===== config.mk =====
export PLATFORM = sky130hd
export DESIGN_NAME = logic_op_arbiter
export DESIGN_NICKNAME = d
export VERILOG_FILES = /design/src/rtl/logic_op_arbiter.sv
export SDC_FILE = /design/constraint.sdc
export NUM_CORES = 1
export LEC_CHECK = 0
export ABC_CLOCK_PERIOD_IN_PS = 2500
export CORE_MARGIN = 4
export CORE_UTILIZATION = 49
export CTS_CLUSTER_DIAMETER = 200
export CTS_CLUSTER_SIZE = 14
export DETAILED_ROUTE_END_ITERATION = 16
export PLACE_DENSITY = 0.8
export RECOVER_POWER = 50
export SLEW_MARGIN = 20
export SYNTH_ARGS = -nofsm -noshare
export SYNTH_HDL_FRONTEND = slang
export SYNTH_SLANG_ARGS = --single-unit

===== constraint.sdc =====
create_clock -name clk -period 2.5 [get_ports clk]
set_input_delay 0.75 -clock clk [delete_from_list [all_inputs] [get_ports clk]]
set_output_delay 0.75 -clock clk [all_outputs]
set_load 0.005 [all_outputs]

===== src/rtl/logic_op_arbiter.sv =====
// Two-requester front end for one shared bitwise logic unit.
// Each operation goes IDLE (grant) -> EXEC (compute) -> RESP (hold until consumed).
module logic_op_arbiter #(
  parameter int WIDTH = 8
) (
  input  logic             clk,
  input  logic             rst_n,
  input  logic             req0_valid,
  input  logic             req1_valid,
  output logic             req0_ready,
  output logic             req1_ready,
  input  logic [2:0]       req0_op,
  input  logic [2:0]       req1_op,
  input  logic [WIDTH-1:0] req0_a,
  input  logic [WIDTH-1:0] req0_b,
  input  logic [WIDTH-1:0] req1_a,
  input  logic [WIDTH-1:0] req1_b,
  output logic             resp_valid,
  input  logic             resp_ready,
  output logic [WIDTH-1:0] resp_data,
  output logic             resp_src,
  output logic             resp_err,
  output logic [15:0]      ops_done,
  output logic [1:0]       fsm_state
);

  // Handshakes: a transfer happens on a rising edge where valid && ready are both
  // high; ready never depends on anything but state, valids and last_grant.
  typedef enum logic [1:0] {
    IDLE = 2'd0,
    EXEC = 2'd1,
    RESP = 2'd2
  } state_t;

  state_t           state;
  state_t           state_next;
  logic             last_grant;
  logic             grant0;
  logic             grant1;
  logic [2:0]       cap_op;
  logic [WIDTH-1:0] cap_a;
  logic [WIDTH-1:0] cap_b;
  logic             cap_src;
  logic [WIDTH-1:0] alu_data;
  logic             alu_err;

  assign fsm_state = state;

  // Round-robin: on a tie the requester that did not win last time goes first.
  always_comb begin
    grant0 = 1'b0;
    grant1 = 1'b0;
    if (req0_valid && req1_valid) begin
      if (last_grant) grant0 = 1'b1;
      else            grant1 = 1'b1;
    end else if (req0_valid) begin
      grant0 = 1'b1;
    end else if (req1_valid) begin
      grant1 = 1'b1;
    end
  end

  always_comb begin
    alu_err  = 1'b0;
    alu_data = '0;
    case (cap_op)
      3'd0: alu_data = cap_a & cap_b;
      3'd1: alu_data = cap_a | cap_b;
      3'd2: alu_data = ~cap_a;
      3'd3: alu_data = ~(cap_a & cap_b);
      3'd4: alu_data = ~(cap_a | cap_b);
      3'd5: alu_data = cap_a ^ cap_b;
      3'd6: alu_data = ~(cap_a ^ cap_b);
      default: alu_err = 1'b1;
    endcase
  end

  // State register
  always_ff @(posedge clk or negedge rst_n) begin
    if (!rst_n) state <= IDLE;
    else        state <= state_next;
  end

  // Next-state logic
  always_comb begin
    state_next = state;
    case (state)
      IDLE:    if (req0_ready || req1_ready) state_next = EXEC;
      EXEC:    state_next = RESP;
      RESP:    if (resp_ready) state_next = IDLE;
      default: state_next = IDLE;
    endcase
  end

  // Output logic; rst_n gating keeps readys low while reset is held.
  always_comb begin
    req0_ready = 1'b0;
    req1_ready = 1'b0;
    resp_valid = 1'b0;
    case (state)
      IDLE: begin
        req0_ready = grant0 && rst_n;
        req1_ready = grant1 && rst_n;
      end
      RESP:    resp_valid = 1'b1;
      default: ;
    endcase
  end

  // Operands are captured at accept so later requester changes cannot leak in.
  always_ff @(posedge clk or negedge rst_n) begin
    if (!rst_n) begin
      last_grant <= 1'b1;
      cap_op     <= '0;
      cap_a      <= '0;
      cap_b      <= '0;
      cap_src    <= 1'b0;
      resp_data  <= '0;
      resp_src   <= 1'b0;
      resp_err   <= 1'b0;
      ops_done   <= '0;
    end else begin
      if (req0_ready) begin
        cap_op     <= req0_op;
        cap_a      <= req0_a;
        cap_b      <= req0_b;
        cap_src    <= 1'b0;
        last_grant <= 1'b0;
      end else if (req1_ready) begin
        cap_op     <= req1_op;
        cap_a      <= req1_a;
        cap_b      <= req1_b;
        cap_src    <= 1'b1;
        last_grant <= 1'b1;
      end
      if (state == EXEC) begin
        resp_data <= alu_data;
        resp_src  <= cap_src;
        resp_err  <= alu_err;
      end
      if (resp_valid && resp_ready) ops_done <= ops_done + 16'd1;
    end
  end

endmodule


# After elaboration in Yosys (flattened, before gate mapping)
# Cells that the tools add are included.
[word_totals] out_inout_bits=31 wordCells=61 regBits=49 inputBits=43
[classes] n_bitwise=7 eq_ne=10 addsub=1 muxes=23 reduce_logical=10
[ops] operator="$pmux W8 S7" count=1
[ops] operator="$mux W8" count=4
[ops] operator="$not A8 Y8" count=4
[ops] operator="$add A16 B1 Y16 const B" count=1
[ops] operator="$mux W1" count=13
[ops] operator="$eq A3 B3 Y1 const B" count=3
[ops] operator="$and A8 B8 Y8" count=1
[ops] operator="$or A8 B8 Y8" count=1
[ops] operator="$xor A8 B8 Y8" count=1
[ops] operator="$reduce_or A7 Y1" count=1
[ops] operator="$eq A3 B2 Y1 const B" count=2
[ops] operator="$mux W3" count=2
[ops] operator="$pmux W2 S3" count=1
[ops] operator="$logic_and A1 B1 Y1" count=4
[ops] operator="$mux W2" count=2
[ops] operator="$ne A2 B2 Y1 const B" count=2
[ops] operator="$eq A3 B1 Y1 const B" count=1
[ops] operator="$logic_not A3 Y1" count=1
[ops] operator="$eq A2 B1 Y1 const B" count=1
[ops] operator="$eq A2 B2 Y1 const B" count=1
[ops] operator="$logic_not A2 Y1" count=1
[ops] operator="$reduce_and A2 Y1" count=1
[ops] operator="$reduce_bool A2 Y1" count=1
[ops] operator="$logic_or A1 B1 Y1" count=1

# Longest topological paths before layout
# Gate-level depths: netlist of run 1.
[depth] word_depth=8 ltp_mapped=6 depth_no_buf=6

# Least setup slack after synthesis of run 1
# OpenSTA, ideal clock, no wires.
[synth_path] path_kind="input to output" start="input rst_n" end="output req0_ready" slack_ps=337 t_required_ps=1750 t_arrival_ps=1413 stages=4 n_path_buf=1 cell_sequence="nor3b_1 -> nand3_1 -> clkbuf_1 -> inv_1"
[synth_between] elab_chain_cells=2
[synth_rtl] item="from (decl)" line_no="7" source="input logic rst_n,"
[synth_rtl] item="$logic_and A1 B1 Y1" line_no="102" source="req0_ready = grant0 && rst_n;"
[synth_rtl] item="$mux W1" line_no="100" source="case (state)"
[synth_rtl] item="to (decl)" line_no="10" source="output logic req0_ready,"
# No other way between the ends.

# Worst setup path after layout of run 1
[layout_path] start="input rst_n" end="output req1_ready"
[layout_between] elab_chain_cells=2
[layout_rtl] item="$logic_and A1 B1 Y1" line_no="103" source="req1_ready = grant1 && rst_n;"
[layout_rtl] item="$mux W1" line_no="100"
[layout_rtl] item="to (decl)" line_no="11" source="output logic req1_ready,"
# No other way between the ends.

==> results of run 1 <==
metal layers:
metal | wire length (um) | vias up | share of wire
li1 | - | 1221 | -
met1 | 2980 | 1160 | 0.45
met5 | 0 | - | 0
met3 | 316 | 6 | 0.048
met2 | 3250 | 49 | 0.49
met4 | 76 | 0 | 0.011
sequential cells by signal (all words and copies together) (netlist names):
name	flops
cap_a	8
cap_b	8
cap_op	3
cap_src	1
fsm_state	2
last_grant	1
ops_done	16
resp_data	8
resp_err	1
resp_src	1
through the flow:
step	setup TNS (ps)	cells	util
after floorplan	0	315	-
after global placement	-531	449	0.651
after detailed placement	-544	449	0.651
after CTS	0	457	0.669
after global routing	0	457	0.667
final	0	457	0.667
final timing paths:
check / endpoint / slack [ps] / cells past startpoint
setup / recovery: req1_ready / 120 / 6
hold / removal: fsm_state[1] / 400 / 2
setup reg to reg: cap_op[2] / 510 / 6
hold reg to reg: ops_done[15] / 480 / 1
max in group asynchronous: cap_b[1] / 940 / 2
min in group clk: ops_done[15] / 480 / 1
layout make-up:
class	instances	area share
Clock buffer	7	0.0231
Clock inverter	1	0.00201
Inverter	24	0.0241
Multi-Input combinational cell	224	0.395
Sequential cell	49	0.328
Tap cell	72	0.0241
Timing Repair Buffer	80	0.204
kinds of logic after synthesis:
logic type | after synthesis
adder cells (fa/ha/maj) | 17
multiplexers | 13
AO/OA/AOI/OAI | 57
XOR/XNOR | 15
AND/OR/NAND/NOR | 122
buffers and inverters | 42
flip-flops | 49
cells in the final DEF (no fill, tap or decap), drive strengths merged, types with 7 or more instances in the layout:
master,netlist,layout
inv,24,23
nand2b,13,13
nand2,56,56
a31oi,21,21
xnor2,12,12
o21ai,7,7
clkbuf,6,11
clkdlybuf4s50,0,67
nor2,27,27
dfrtp,48,48
o22ai,8,8
ha,17,17
where the power goes:
part	total, uW	internal (uW)	switching, uW
Clock	488	225	263
Sequential	1500	1100	403
Combinational	1890	1050	839
what timing repair did:
action | CTS | global route
pin swaps | 1 | 0
gates resized for setup | 9 | 1
setup buffers | 0 | 0
endpoints found under the setup margin | 2 | 1
gates cloned | 0 | 0
==> summary.md, run 1 <==
| Metric | Value |
|---|---|
| Cell taking the most area after synthesis | `dfrtp_1` |
| Initial antenna violation count | `0` |
| Fin Clk Skew | `around 9.1 ps` |
| Adder-cell area share of the yosys netlist | `0.0740` |
| Post-synthesis cell type count | `43` |
| EDFF count, synth | `0` |
| Layout cell share with drive strength beyond 1 | `0.0675` |
| Post-synthesis mux area share | `0.0562` |
| Worst hold margin | `~400 ps` |
| Multi-input logic area | `1480 um2` |
| Met2 GRT Util | `0.321` |
| Die W | `84.6 um` |
| Antenna-violating nets left | `0` |
| Via density per instance | `5.33` |
| Crit path buf inv count | `4` |
| Overflow after GRT | `0` |
| Post-synth top area share | `0.418` |
| Top-count cell post-synth | `nand2_1` |
| R2R Path Start | `fsm_state[0]` |
| Crit. End Element | `primary output` |
| YS warnings | `0` |
| Slew headroom | `0.215` |
| Max Clk Rate | `420 MHz` |
| Simple-Gate Fraction of Synth Area | `0.198` |
| Post-Synth XOR/XNOR Area | `0.0457` |
| GRT Util Overall | `0.195` |
| Leakage | `0.00169 uW` |
| Synthesized Nets | `375` |
| Synth Area in Compound Gates | `0.136` |
| CTS clk-pin slew, worst paths | `90 ps` |
| Syn Std Cell Area | `between 2000 and 3000 um2` |
| Cell Area, Placed | `3650 um2` |
| CP max FO | `3` |
| Post-place setup slack | `-316 ps` |
| Initial core utilization | `0.512` |
| Maxcap violations | `0` |
| Critical Path Start | `rst_n` |
| Worst slew pin tran | `between 1000 and 1500 ps` |
| CTS tree | `yes` |
| Core footprint | `between 5000 and 6000 um2` |
| Fin area | `3740 um2` |
| CTS max path bufs | `2` |
| Height of the die | `about 85 um` |
| Final setup viols | `0` |
| Setup CP Type | `in -> out` |
| Hold Crit Class | `in -> async` |
| Final hold viol count | `0` |
| Max stage delay cell, worst path | `and4bb_1` |
| Routed len/inst | `14.5 um` |
| Pin count of the biggest net entering global routing | `48` |
| Arrival @ worst endpoint | `around 1600 ps` |
| DP Wirelength | `4920 um` |
| Row cnt | `27` |
| CP required | `between 1500 and 2000 ps` |
| Ys flop type | `dfrtp_1` |
| M3 GR Usage | `0.0451` |
| Peak VDD IR | `a little over 0.5 mV` |
| Antenna Diode Count | `0` |
| Gate Count Post-Synth | `315` |
| Port buffer count | `73` |
| Vias in the first global route | `2,350` |
| Final RePlAce weighted congestion | `about 0.8` |
| Mean area per synthesized cell | `9.12 um2` |
| TritonCTS buffer count | `5` |
| Area Overhead vs Synth | `30.1%` |
| Overall power | `slightly below 4000 uW` |
| DRC Markers | `0` |
| Final WS setup | `between 100 and 150 ps` |
| Area occupied by registers | `between 1000 and 1500 um2` |
| First-pass GRT wire length | `between 10,000 and 15,000 um` |
| Ranking of synthesized cells by area | `dfrtp_1 42%, ha_1 7.4%, nand2_1 7.3%` |
| Largest family of logic cells by synthesized area | `simple AND/OR/NAND/NOR gates` |
| Clock root cell | `clkbuf_8` |
| Critical-path cell list | `buf_2, clkbuf_1, and4bb_1, nand2_1, clkinv_1, clkdlybuf4s15_2` |
| Crit-path leading delay family | `buffers and inverters` |
| Final Cycle Share | `0.951` |
| Tmin final | `2380 ps` |
| Clk sinks | `49` |
| Final Net Count | `444` |
| Hold Buf Count CTS | `0` |
| Max Slew Vio Count | `0` |
| Critical Path Max Stage Delay | `230 ps` |
| Run status | `complete, no violations` |
| Die area | `7150 um2` |
| Sequential share of the synthesized area | `0.427` |
| Worst Setup Start Kind | `primary input` |
| DRT Pass-1 Iters | `4` |
| Synth async-reset ratio | `1.00` |
| I/O pins | `74` |
| GR peak layer | `met2` |
| Drt first-iter violations | `142` |
| RSZ-0062 raised after global routing | `false` |
| Worst-Skew Late Latency | `310 ps` |
| #FFs+latches synth | `49` |
| Ratio of total power to cell area | `approximately 1000 nW/um2` |
| Number of fill cells | `472` |
| H-tree depth | `2` |
| Vias | `2,436` |
| Top cells by instance count after synthesis | `56 x nand2_1, 48 x dfrtp_1, 27 x nor2_1, 23 x inv_1, 20 x a31oi_1` |
| Routed wire length | `~6600 um` |
| Routing usage on met1 | `0.262` |
Power figures use the tool's default switching activity.
==> run 2, diff against run 1 <==
--- a/config.mk
+++ b/config.mk
@@ -7,11 +7,10 @@
 export LEC_CHECK = 0
 export ABC_CLOCK_PERIOD_IN_PS = 2500
 export CORE_MARGIN = 4
-export CORE_UTILIZATION = 49
+export CORE_UTILIZATION = 30
 export CTS_CLUSTER_DIAMETER = 200
 export CTS_CLUSTER_SIZE = 14
 export DETAILED_ROUTE_END_ITERATION = 16
-export PLACE_DENSITY = 0.8
 export RECOVER_POWER = 50
 export SLEW_MARGIN = 20
 export SYNTH_ARGS = -nofsm -noshare
==> summary.md, run 2 (synthesis gave the netlist of run 1 again) <==
| Metric | Value |
|---|---|
| GRT Util Overall | `0.130` |
| Final Cycle Share | `0.991` |
| Initial antenna violation count | `0` |
| Number of fill cells | `957` |
| Die area | `11,200 um2` |
| DRT Pass-1 Iters | `4` |
| Clock root cell | `clkbuf_8` |
| Int Pwr | `2350 uW` |
| Antenna Diode Count | `0` |
| Final Net Count | `~450` |
| TritonCTS buffer count | `5` |
| Core footprint | `9280 um2` |
| Tmin final | `roughly 2500 ps` |
| First-pass GRT wire length | `between 10,000 and 15,000 um` |
| Final WS setup | `between 20 and 25 ps` |
| Largest register FFs | `16` |
| Logic pwr share | `0.490` |
| DRC Markers | `0` |
| H-tree depth | `2` |
| CTS tree | `yes` |
| Vias | `roughly 2.4k` |
| Layout cell share with drive strength beyond 1 | `0.0747` |
| Antenna-violating nets left | `0` |
| Height of the die | `approximately 110 um` |
| Initial core utilization | `0.310` |
| Vias in the first global route | `~2.4k` |
| Max Slew Vio Count | `0` |
| Switching share of total power | `0.397` |
| Cell count after placement | `508` |
| CTS clk-pin slew, worst paths | `90 ps` |
| Hold Buf Count CTS | `0` |
| Port buffer count | `73` |
| Worst-Skew Late Latency | `300 ps` |
| Slew headroom | `0.189` |
| Ratio of total power to cell area | `around 1000 nW/um2` |
| Reg-to-reg critical path endpoint | `resp_data[4]` |
| R2R depth | `4` |
| Critical Path Start | `req1_valid` |
| Final Util | `0.410` |
| Arrival @ worst endpoint | `~1700 ps` |
| RSZ-0062 raised after global routing | `false` |
| Largest reg by FF count | `ops_done` |
| Drt first-iter violations | `96` |
| Clock network power share | `0.120` |
| Final hold viol count | `0` |
| Fin area | `3810 um2` |
| Die W | `106 um` |
| CTS max path bufs | `2` |
| Worst Setup Start Kind | `primary input` |
| Final Instance Count excl. Fillers | `517` |
| Cell Area, Placed | `3740 um2` |
| CP required | `1750 ps` |
| Fin Clk Skew | `around 5.4 ps` |
| Flop-to-flop setup slack | `540 ps` |
| Post-place setup slack | `-367 ps` |
| Leakage | `0.00171 uW` |
| Max Clk Rate | `404 MHz` |
| CP max FO | `2` |
| R2R Path Start | `fsm_state[1]` |
| Overall power | `slightly below 4000 uW` |
| Seq pwr share | `0.390` |
| Most frequent cells in the layout | `68 x clkdlybuf4s50_1, 56 x nand2_1, 48 x dfrtp_1` |
| Pin count of the biggest net entering global routing | `50` |
| Routed wire length | `7050 um` |
| Hold Crit Class | `reg -> reg` |
| I/O pins | `74` |
| Commonest non-fill, non-tap cell in the layout | `clkdlybuf4s50_1` |
| Worst slew pin tran | `between 1000 and 1500 ps` |
| Via density per instance | `4.61` |
| Crit. End Element | `primary output` |
| Setup CP Type | `in -> out` |
| Routed len/inst | `~14 um` |
| Critical Path End | `req1_ready` |
| Peak VDD IR | `approximately 0.36 mV` |
| Row cnt | `35` |
| Run status | `complete, no violations` |
| Maxcap violations | `0` |
| Final RePlAce weighted congestion | `around 0.77` |
| Overflow after GRT | `0` |
| DP Wirelength | `5320 um` |
| Final setup viols | `0` |
| Clk sinks | `49` |
| Switching pwr | `roughly 1500 uW` |
| Area Overhead vs Synth | `32.5%` |
==> run 2: how the worst min path moves through the flow <==
stage / start / endpoint / depth (start not counted) / slack, ps
after floorplan: rst_n / cap_a[0] / 0 / 450
after global placement: ops_done[15] / ops_done[15] / 1 / 460
final: ops_done[15] / ops_done[15] / 1 / 480
after detailed placement: ops_done[15] / ops_done[15] / 1 / 470
after CTS: ops_done[15] / ops_done[15] / 1 / 490
after global routing: ops_done[15] / ops_done[15] / 1 / 500
==> run 2: worst max-delay path, stage by stage <==
cell and delay, ps:
clkdlybuf4s50_1 480, and4bb_1 230, nand2_1 90, inv_2 60, buf_2 110
==> run 2: area by class of cell <==
type,count,area [um2],area share
inverter,24,90.1,0.0237
clock buffer,5,68.8,0.0181
sequential,49,1230,0.322
multi-input combinational,224,1460,0.384
tap,129,161,0.0424
timing repair buffer,83,778,0.204
clock inverter,3,17.5,0.00460
==> run 2: routing by layer <==
| metal | vias up | GRT usage | wire (um) |
|---|---|---|---|
| li1 | 1214 | - | - |
| met1 | 1124 | 0.177 | 3370 |
| met2 | 37 | 0.208 | 3330 |
| met3 | 8 | 0.0171 | 218 |
| met4 | 0 | 0.0555 | 131 |
| met5 | - | 0 | 0 |
==> run 2: metrics by stage <==
stage	hold WS (ps)	setup TNS, ps
6_report	484	0
5_1_grt	495	0
4_1_cts	487	0
3_5_place_dp	474	-604
3_3_place_gp	464	-568
2_1_floorplan	454	0
==> run 2: power by group through the flow <==
stage / combinational, uW / sequential, uW / clock [uW]
5_1_grt: 2170 / 1590 / 517
4_1_cts: 1950 / 1530 / 494
6_report: 1910 / 1520 / 469
3_5_place_dp: 1940 / 1540 / 0
2_1_floorplan: 1440 / 1340 / 0
3_3_place_gp: 1880 / 1530 / 0
==> run 2: what timing repair did <==
action / in CTS / in global routing
pin swaps: 1 / 0
buffers inserted: 1 / 0
setup endpoints to repair: 2 / 1
resized for setup: 8 / 1
